## src/rtl/vending_controller.sv

```systemverilog
// Keypad-driven vending controller: coin credit with saturation, priced and stocked
// item vends, change returned as unit pulses, refund on cancel or inactivity.
module vending_controller #(
    parameter int                            NUM_ITEMS   = 4,
    parameter int                            CREDIT_W    = 8,
    parameter logic [NUM_ITEMS*CREDIT_W-1:0] PRICES      = {8'd75, 8'd50, 8'd40, 8'd25},
    parameter int                            COIN_A      = 5,
    parameter int                            COIN_B      = 10,
    parameter int                            COIN_C      = 25,
    parameter int                            MAX_CREDIT  = 200,
    parameter int                            CHANGE_UNIT = 5,
    parameter int                            STOCK_W     = 4,
    parameter int                            STOCK_INIT  = 3,
    parameter int                            TIMEOUT_CYC = 1000,
    parameter int                            DENY_CYC    = 8
) (
    input  logic                 clk,
    input  logic                 reset,
    input  logic                 key_valid,
    input  logic [3:0]           key_code,
    input  logic                 restock,
    output logic [CREDIT_W-1:0]  credit,
    output logic                 vend_pulse,
    output logic [3:0]           vend_item,
    output logic                 change_pulse,
    output logic                 coin_reject,
    output logic [NUM_ITEMS-1:0] sold_out,
    output logic [1:0]           status,
    output logic                 busy
);

    localparam int TMO_W  = $clog2(TIMEOUT_CYC + 1);
    localparam int DENY_W = $clog2(DENY_CYC + 1);

    localparam logic [CREDIT_W:0]   MAX_SUM   = (CREDIT_W+1)'(MAX_CREDIT);
    localparam logic [CREDIT_W-1:0] UNIT      = CREDIT_W'(CHANGE_UNIT);
    localparam logic [TMO_W-1:0]    TMO_LAST  = TMO_W'(TIMEOUT_CYC - 1);
    localparam logic [DENY_W-1:0]   DENY_LAST = DENY_W'(DENY_CYC - 1);
    localparam logic [STOCK_W-1:0]  STOCK_RLD = STOCK_W'(STOCK_INIT);

    localparam logic [1:0] ST_OK      = 2'd0;
    localparam logic [1:0] ST_NOCRED  = 2'd1;
    localparam logic [1:0] ST_SOLDOUT = 2'd2;
    localparam logic [1:0] ST_REFUND  = 2'd3;

    typedef enum logic [2:0] {
        IDLE,
        CREDIT,
        VEND,
        CHANGE,
        DENY
    } state_t;

    state_t                              state_q, state_n;
    logic [CREDIT_W-1:0]                 credit_q, credit_n;
    logic [NUM_ITEMS-1:0][STOCK_W-1:0]   stock_q, stock_n;
    logic [TMO_W-1:0]                    tmo_q, tmo_n;
    logic [DENY_W-1:0]                   deny_q, deny_n;
    logic [1:0]                          status_q, status_n;
    logic [3:0]                          vend_item_q, vend_item_n;
    logic                                vend_pulse_q, vend_pulse_n;
    logic                                change_pulse_q, change_pulse_n;
    logic                                coin_reject_q, coin_reject_n;
    logic                                busy_q, busy_n;

    logic                                is_coin;
    logic [CREDIT_W:0]                   coin_total;
    logic                                sel_hit;
    logic [CREDIT_W-1:0]                 sel_price;
    logic [STOCK_W-1:0]                  sel_stock;

    function automatic logic [CREDIT_W-1:0] coin_value(input logic [3:0] k);
        case (k)
            4'hA:    coin_value = CREDIT_W'(COIN_A);
            4'hB:    coin_value = CREDIT_W'(COIN_B);
            4'hC:    coin_value = CREDIT_W'(COIN_C);
            default: coin_value = '0;
        endcase
    endfunction

    // Sum is one bit wider than credit so a wrap can never masquerade as a fit.
    function automatic logic [CREDIT_W:0] coin_sum(input logic [CREDIT_W-1:0] a,
                                                   input logic [CREDIT_W-1:0] b);
        coin_sum = {1'b0, a} + {1'b0, b};
    endfunction

    function automatic logic coin_fits(input logic [CREDIT_W:0] s);
        coin_fits = (s <= MAX_SUM);
    endfunction

    always_comb begin
        is_coin    = (key_code == 4'hA) || (key_code == 4'hB) || (key_code == 4'hC);
        coin_total = coin_sum(credit_q, coin_value(key_code));
        sel_hit    = 1'b0;
        sel_price  = '0;
        sel_stock  = '0;
        for (int j = 0; j < NUM_ITEMS; j++) begin
            if (key_code == 4'(j)) begin
                sel_hit   = 1'b1;
                sel_price = PRICES[j*CREDIT_W +: CREDIT_W];
                sel_stock = stock_q[j];
            end
        end
    end

    always_comb begin
        state_n        = state_q;
        credit_n       = credit_q;
        stock_n        = stock_q;
        tmo_n          = tmo_q;
        deny_n         = deny_q;
        status_n       = status_q;
        vend_item_n    = vend_item_q;
        vend_pulse_n   = 1'b0;
        change_pulse_n = 1'b0;
        coin_reject_n  = 1'b0;

        case (state_q)
            IDLE: begin
                if (key_valid && is_coin) begin
                    credit_n = coin_value(key_code);
                    status_n = ST_OK;
                    tmo_n    = '0;
                    state_n  = CREDIT;
                end
            end
            CREDIT: begin
                if (key_valid && is_coin) begin
                    tmo_n = '0;
                    if (coin_fits(coin_total)) begin
                        credit_n = coin_total[CREDIT_W-1:0];
                        status_n = ST_OK;
                    end else begin
                        coin_reject_n = 1'b1;
                    end
                end else if (key_valid && sel_hit) begin
                    tmo_n = '0;
                    if (sel_stock == '0) begin
                        status_n = ST_SOLDOUT;
                        deny_n   = '0;
                        state_n  = DENY;
                    end else if (credit_q < sel_price) begin
                        status_n = ST_NOCRED;
                        deny_n   = '0;
                        state_n  = DENY;
                    end else begin
                        // The vend's effects land with the VEND state so pulse and credit agree.
                        vend_pulse_n = 1'b1;
                        vend_item_n  = key_code;
                        credit_n     = credit_q - sel_price;
                        status_n     = ST_OK;
                        for (int j = 0; j < NUM_ITEMS; j++) begin
                            if (key_code == 4'(j)) begin
                                stock_n[j] = stock_q[j] - STOCK_W'(1);
                            end
                        end
                        state_n = VEND;
                    end
                end else if (key_valid && (key_code == 4'hD)) begin
                    tmo_n    = '0;
                    status_n = ST_REFUND;
                    state_n  = CHANGE;
                end else if (tmo_q == TMO_LAST) begin
                    tmo_n    = '0;
                    status_n = ST_REFUND;
                    state_n  = CHANGE;
                end else begin
                    tmo_n = tmo_q + TMO_W'(1);
                end
            end
            VEND: begin
                state_n = (credit_q != '0) ? CHANGE : IDLE;
            end
            CHANGE: begin
                if (credit_q >= UNIT) begin
                    change_pulse_n = 1'b1;
                    credit_n       = credit_q - UNIT;
                end else begin
                    credit_n = '0;
                    state_n  = IDLE;
                end
            end
            DENY: begin
                if (deny_q == DENY_LAST) begin
                    deny_n  = '0;
                    tmo_n   = '0;
                    state_n = CREDIT;
                end else begin
                    deny_n = deny_q + DENY_W'(1);
                end
            end
            default: begin
                state_n = IDLE;
            end
        endcase

        // Restock overrides any same-cycle vend decrement.
        if (restock) begin
            stock_n = {NUM_ITEMS{STOCK_RLD}};
        end

        busy_n = (state_n == VEND) || (state_n == CHANGE) || (state_n == DENY);
    end

    always_ff @(posedge clk) begin
        if (reset) begin
            state_q        <= IDLE;
            credit_q       <= '0;
            stock_q        <= {NUM_ITEMS{STOCK_RLD}};
            tmo_q          <= '0;
            deny_q         <= '0;
            status_q       <= ST_OK;
            vend_item_q    <= '0;
            vend_pulse_q   <= 1'b0;
            change_pulse_q <= 1'b0;
            coin_reject_q  <= 1'b0;
            busy_q         <= 1'b0;
        end else begin
            state_q        <= state_n;
            credit_q       <= credit_n;
            stock_q        <= stock_n;
            tmo_q          <= tmo_n;
            deny_q         <= deny_n;
            status_q       <= status_n;
            vend_item_q    <= vend_item_n;
            vend_pulse_q   <= vend_pulse_n;
            change_pulse_q <= change_pulse_n;
            coin_reject_q  <= coin_reject_n;
            busy_q         <= busy_n;
        end
    end

    always_comb begin
        for (int j = 0; j < NUM_ITEMS; j++) begin
            sold_out[j] = (stock_q[j] == '0);
        end
    end

    assign credit       = credit_q;
    assign vend_pulse   = vend_pulse_q;
    assign vend_item    = vend_item_q;
    assign change_pulse = change_pulse_q;
    assign coin_reject  = coin_reject_q;
    assign status       = status_q;
    assign busy         = busy_q;

endmodule

```

## config.mk

```make
export PLATFORM = sky130hd
export DESIGN_NAME = vending_controller
export DESIGN_NICKNAME = d
export VERILOG_FILES = /design/src/rtl/vending_controller.sv
export SDC_FILE = /design/constraint.sdc
export NUM_CORES = 1
export LEC_CHECK = 0
export CAP_MARGIN = 20
export CORE_AREA = 2 2 80 158
export DETAILED_ROUTE_END_ITERATION = 12
export DIE_AREA = 0 0 82 160
export PLACE_DENSITY = 0.52
export SLEW_MARGIN = 20
export SYNTH_ARGS = -nofsm -noshare
export SYNTH_HDL_FRONTEND = slang
export SYNTH_SLANG_ARGS = --single-unit
```

## constraint.sdc

```tcl
create_clock -name clk -period 4.52 [get_ports clk]
set_clock_uncertainty 0.15 [all_clocks]
set_input_delay 0.678 -clock clk [delete_from_list [all_inputs] [get_ports clk]]
set_output_delay 0.678 -clock clk [all_outputs]
set_load 0.01 [all_outputs]
```

==> results.json <==
{
  "status": "finished, final reports clean",
  "drv_cap": 0,
  "cts_buffers": 5,
  "grt_pass1_vias": 3114,
  "clk_latency_ps": 290,
  "ys_ff_latch": 51,
  "grt_max_degree": 19,
  "grt-ovfl-total": 0,
  "switching_share_pct": 28.20,
  "synthFlopType": "dfxtp_1",
  "wl_met3_um": 333,
  "worstRegToRegCells": 10,
  "rsz0062_at_grt": "no",
  "clock_sinks": 51,
  "ff2ff_setup_slack_ps": 1300,
  "htree_levels": 2,
  "crit_fanout": 10,
  "ys_async_sr_fraction_pct": 0,
  "synth_warnings": 0,
  "cts_resized": 0,
  "drt_iter0_markers": 237,
  "clk_pin_slew_ps": 70,
  "p_switching_uw": 316.5,
  "num_rows": 57,
  "die_y_um": 160,
  "drt-wirelength-per-cell_um": 14.86,
  "grt_first_pass_wirelength_um": 15680,
  "die_w_um": 82,
  "p_seq_share_pct": 42.2,
  "core-area_mm2": 0.01198,
  "pwr-share-comb_pct": 19.8,
  "worst_setup_path_end_kind": "flop",
  "r2r-end": "credit[2]",
  "antenna_found_initial": 0,
  "power.density_mw_per_mm2": 272.4,
  "highest_layer": "met4",
  "antenna_cells": 0,
  "syn_inst": 452,
  "final.period_utilization_pct": 90.51,
  "grtUsageTotal_pct": 14.99,
  "endpoint": "credit[2]",
  "arrival_ps": 4100,
  "ys_seq_area_share_pct": 29.35,
  "hold_viol": 0,
  "viasPerCell": 5.246,
  "synth-edff-count": 0,
  "cts_setup_buffers": 0,
  "setup_tns_ps": 0,
  "clk_path_buf_depth": 2,
  "max-vdd-ir-drop_mv": 0.1789,
  "syn_avg_cell_area_um2": 7.695,
  "r2r_start": "credit[0]",
  "p_int_uw": 805.8,
  "tritoncts": "built",
  "worst_slew_pin_slew_ps": 787.8,
  "synthesis.nets": 482,
  "slew_headroom_pct": 47.28,
  "setup.worst_path.start_class": "input pin",
  "power_frac_clock_pct": 38.0,
  "drc": 0,
  "finalPower_mw": 1.122,
  "finalSetupViolations": 0,
  "netlist_area_mm2": 0.003478,
  "hold_buffers": 0,
  "hp-class": "flop to flop",
  "nFillCells": 1301,
  "multi_input_area_mm2": 0.002301,
  "syn_to_final_growth_pct": 18.45,
  "post-route-util_pct": 34.39,
  "wl_um": 9315,
  "drv_slew": 0,
  "first_pass_iters": 5,
  "ioPinCount": 30,
  "antenna_left": 0,
  "io_buffers": 29,
  "drt-met1-wl_um": 4471,
  "crit_start": "key_code[1]",
  "hpwl_um": 7057,
  "required_ps": 4530,
  "nNetsFinal": 510,
  "wl_met2_um": 4355,
  "leakagePower_nw": 1.578,
  "cts-root-buf": "clkbuf_16",
  "period_minus_slack_ps": 4091,
  "gp_congestion": 0.9262,
  "ys_types": 53,
  "initial_utilization_pct": 29.03,
  "max_clock_freq_ghz": 0.2444,
  "num_vias": 3289,
  "seqCellArea_mm2": 0.001021,
  "dieArea_mm2": 0.01312,
  "critical_path_class": "input pin to flop",
  "drive_gt1_share_pct": 6.458
}
[placed cells by master (no fill, tap or decap), types with 3 or more instances in the layout]
cell and instances:
a211oi_1 9, a21o_1 6, a21oi_1 39, a31oi_1 6
and2_1 3, and3_1 6, buf_4 11, clkbuf_16 5
clkdlybuf4s50_1 29, dfxtp_1 51, ha_1 20, inv_1 21
mux2i_1 4, nand2_1 47, nand2b_1 9, nand3_1 14
nand4_1 8, nor2_1 45, nor2b_1 10, nor3_1 18
nor3b_1 9, nor4_1 7, o211ai_1 4, o21a_1 3
o21ai_0 21, o221ai_1 3, o22ai_1 3, o32ai_1 3
or3_1 3, or4_1 6, xnor2_1 13, xor2_1 15
[power by group through the flow]
stage,combinational (mW),clock [mW],sequential [mW]
2_1_floorplan,0.158,0,0.477
3_3_place_gp,0.221,0,0.484
3_5_place_dp,0.219,0,0.484
4_1_cts,0.221,0.436,0.473
5_1_grt,0.247,0.452,0.475
6_report,0.222,0.427,0.474
[per-layer routing]
| layer | global-route usage, % | vias to the layer above |
|---|---|---|
| met5 | 0 | - |
| met1 | 21.76 | 1517 |
| li1 | - | 1669 |
| met4 | 3.939 | 0 |
| met2 | 22.95 | 85 |
| met3 | 2.203 | 18 |
[Yosys cell counts, drive strengths merged (7+ instances only)]
cell type,number,area [um^2]
nor2b,10,62.56
xor2,15,131.4
a21oi,39,195.2
o21ai,21,105.1
ha,20,250.2
nand2,48,182.7
inv,21,78.83
xnor2,13,113.9
nand4,8,50.05
dfxtp,51,1021
nor4,7,43.79
clkbuf,14,52.55
nor3,18,90.09
nand3,16,97.60
nand2b,9,56.30
a211oi,9,67.56
nor3b,9,67.56
nor2,48,192.7
[state kept, by name, summed over array words and instances (netlist names)]
signal,count
vend_pulse,1
stock_q,16
tmo_q,10
change_pulse,1
vend_item,4
state_q,3
credit,8
busy,1
deny_q,4
status,2
coin_reject,1
[final cells by class]
type / instances / share of cell area, %
clock buffer: 5 / 3.037
clock inverter: 2 / 0.9110
inverter: 21 / 1.913
multi-input combinational: 361 / 55.85
sequential: 51 / 24.78
tap: 147 / 4.464
timing repair buffer: 40 / 9.050
[cells by family after synthesis]
group | synth area share [%]
XOR/XNOR | 7.050
AND/OR/NAND/NOR | 28.89
AO/OA/AOI/OAI | 19.43
buffers and inverters | 4.496
adder cells (fa/ha/maj) | 8.345
multiplexers | 2.446
flip-flops | 29.35
[worst max-delay path: stages]
cell and delay (ps):
clkdlybuf4s50_1 610, buf_4 220, xnor2_1 80, nor3b_1 400, ha_1 300, fa_1 460
nor3_1 220, o32ai_1 130, a21oi_1 250, nor3_1 100, buf_4 160, o311ai_0 360
o41ai_1 130
[through the flow]
| stage | setup slack [ps] | instance area (um^2) | hold slack [ps] | std cells |
|---|---|---|---|---|
| 2_1_floorplan | 888.5 | 3478 | 270.4 | 452 |
| 3_3_place_gp | 270.4 | 3958 | 281.2 | 620 |
| 3_5_place_dp | 179.8 | 3958 | 287.3 | 620 |
| 4_1_cts | 478.7 | 4120 | 297.6 | 627 |
| 5_1_grt | 168.7 | 4120 | 320.6 | 627 |
| 6_report | 428.8 | 4120 | 296.1 | 627 |
[worst min-delay path by stage]
stage / endpoint / slack, ps / start / cells after the start
after floorplan: stock_q[11] / 270 / stock_q[11] / 2
after global placement: stock_q[15] / 280 / stock_q[15] / 2
after detailed placement: stock_q[15] / 290 / stock_q[15] / 2
after CTS: stock_q[15] / 300 / stock_q[15] / 2
after global routing: stock_q[11] / 320 / stock_q[11] / 2
final: stock_q[15] / 300 / stock_q[15] / 2
No activity file was read; power rests on OpenSTA's default activity.
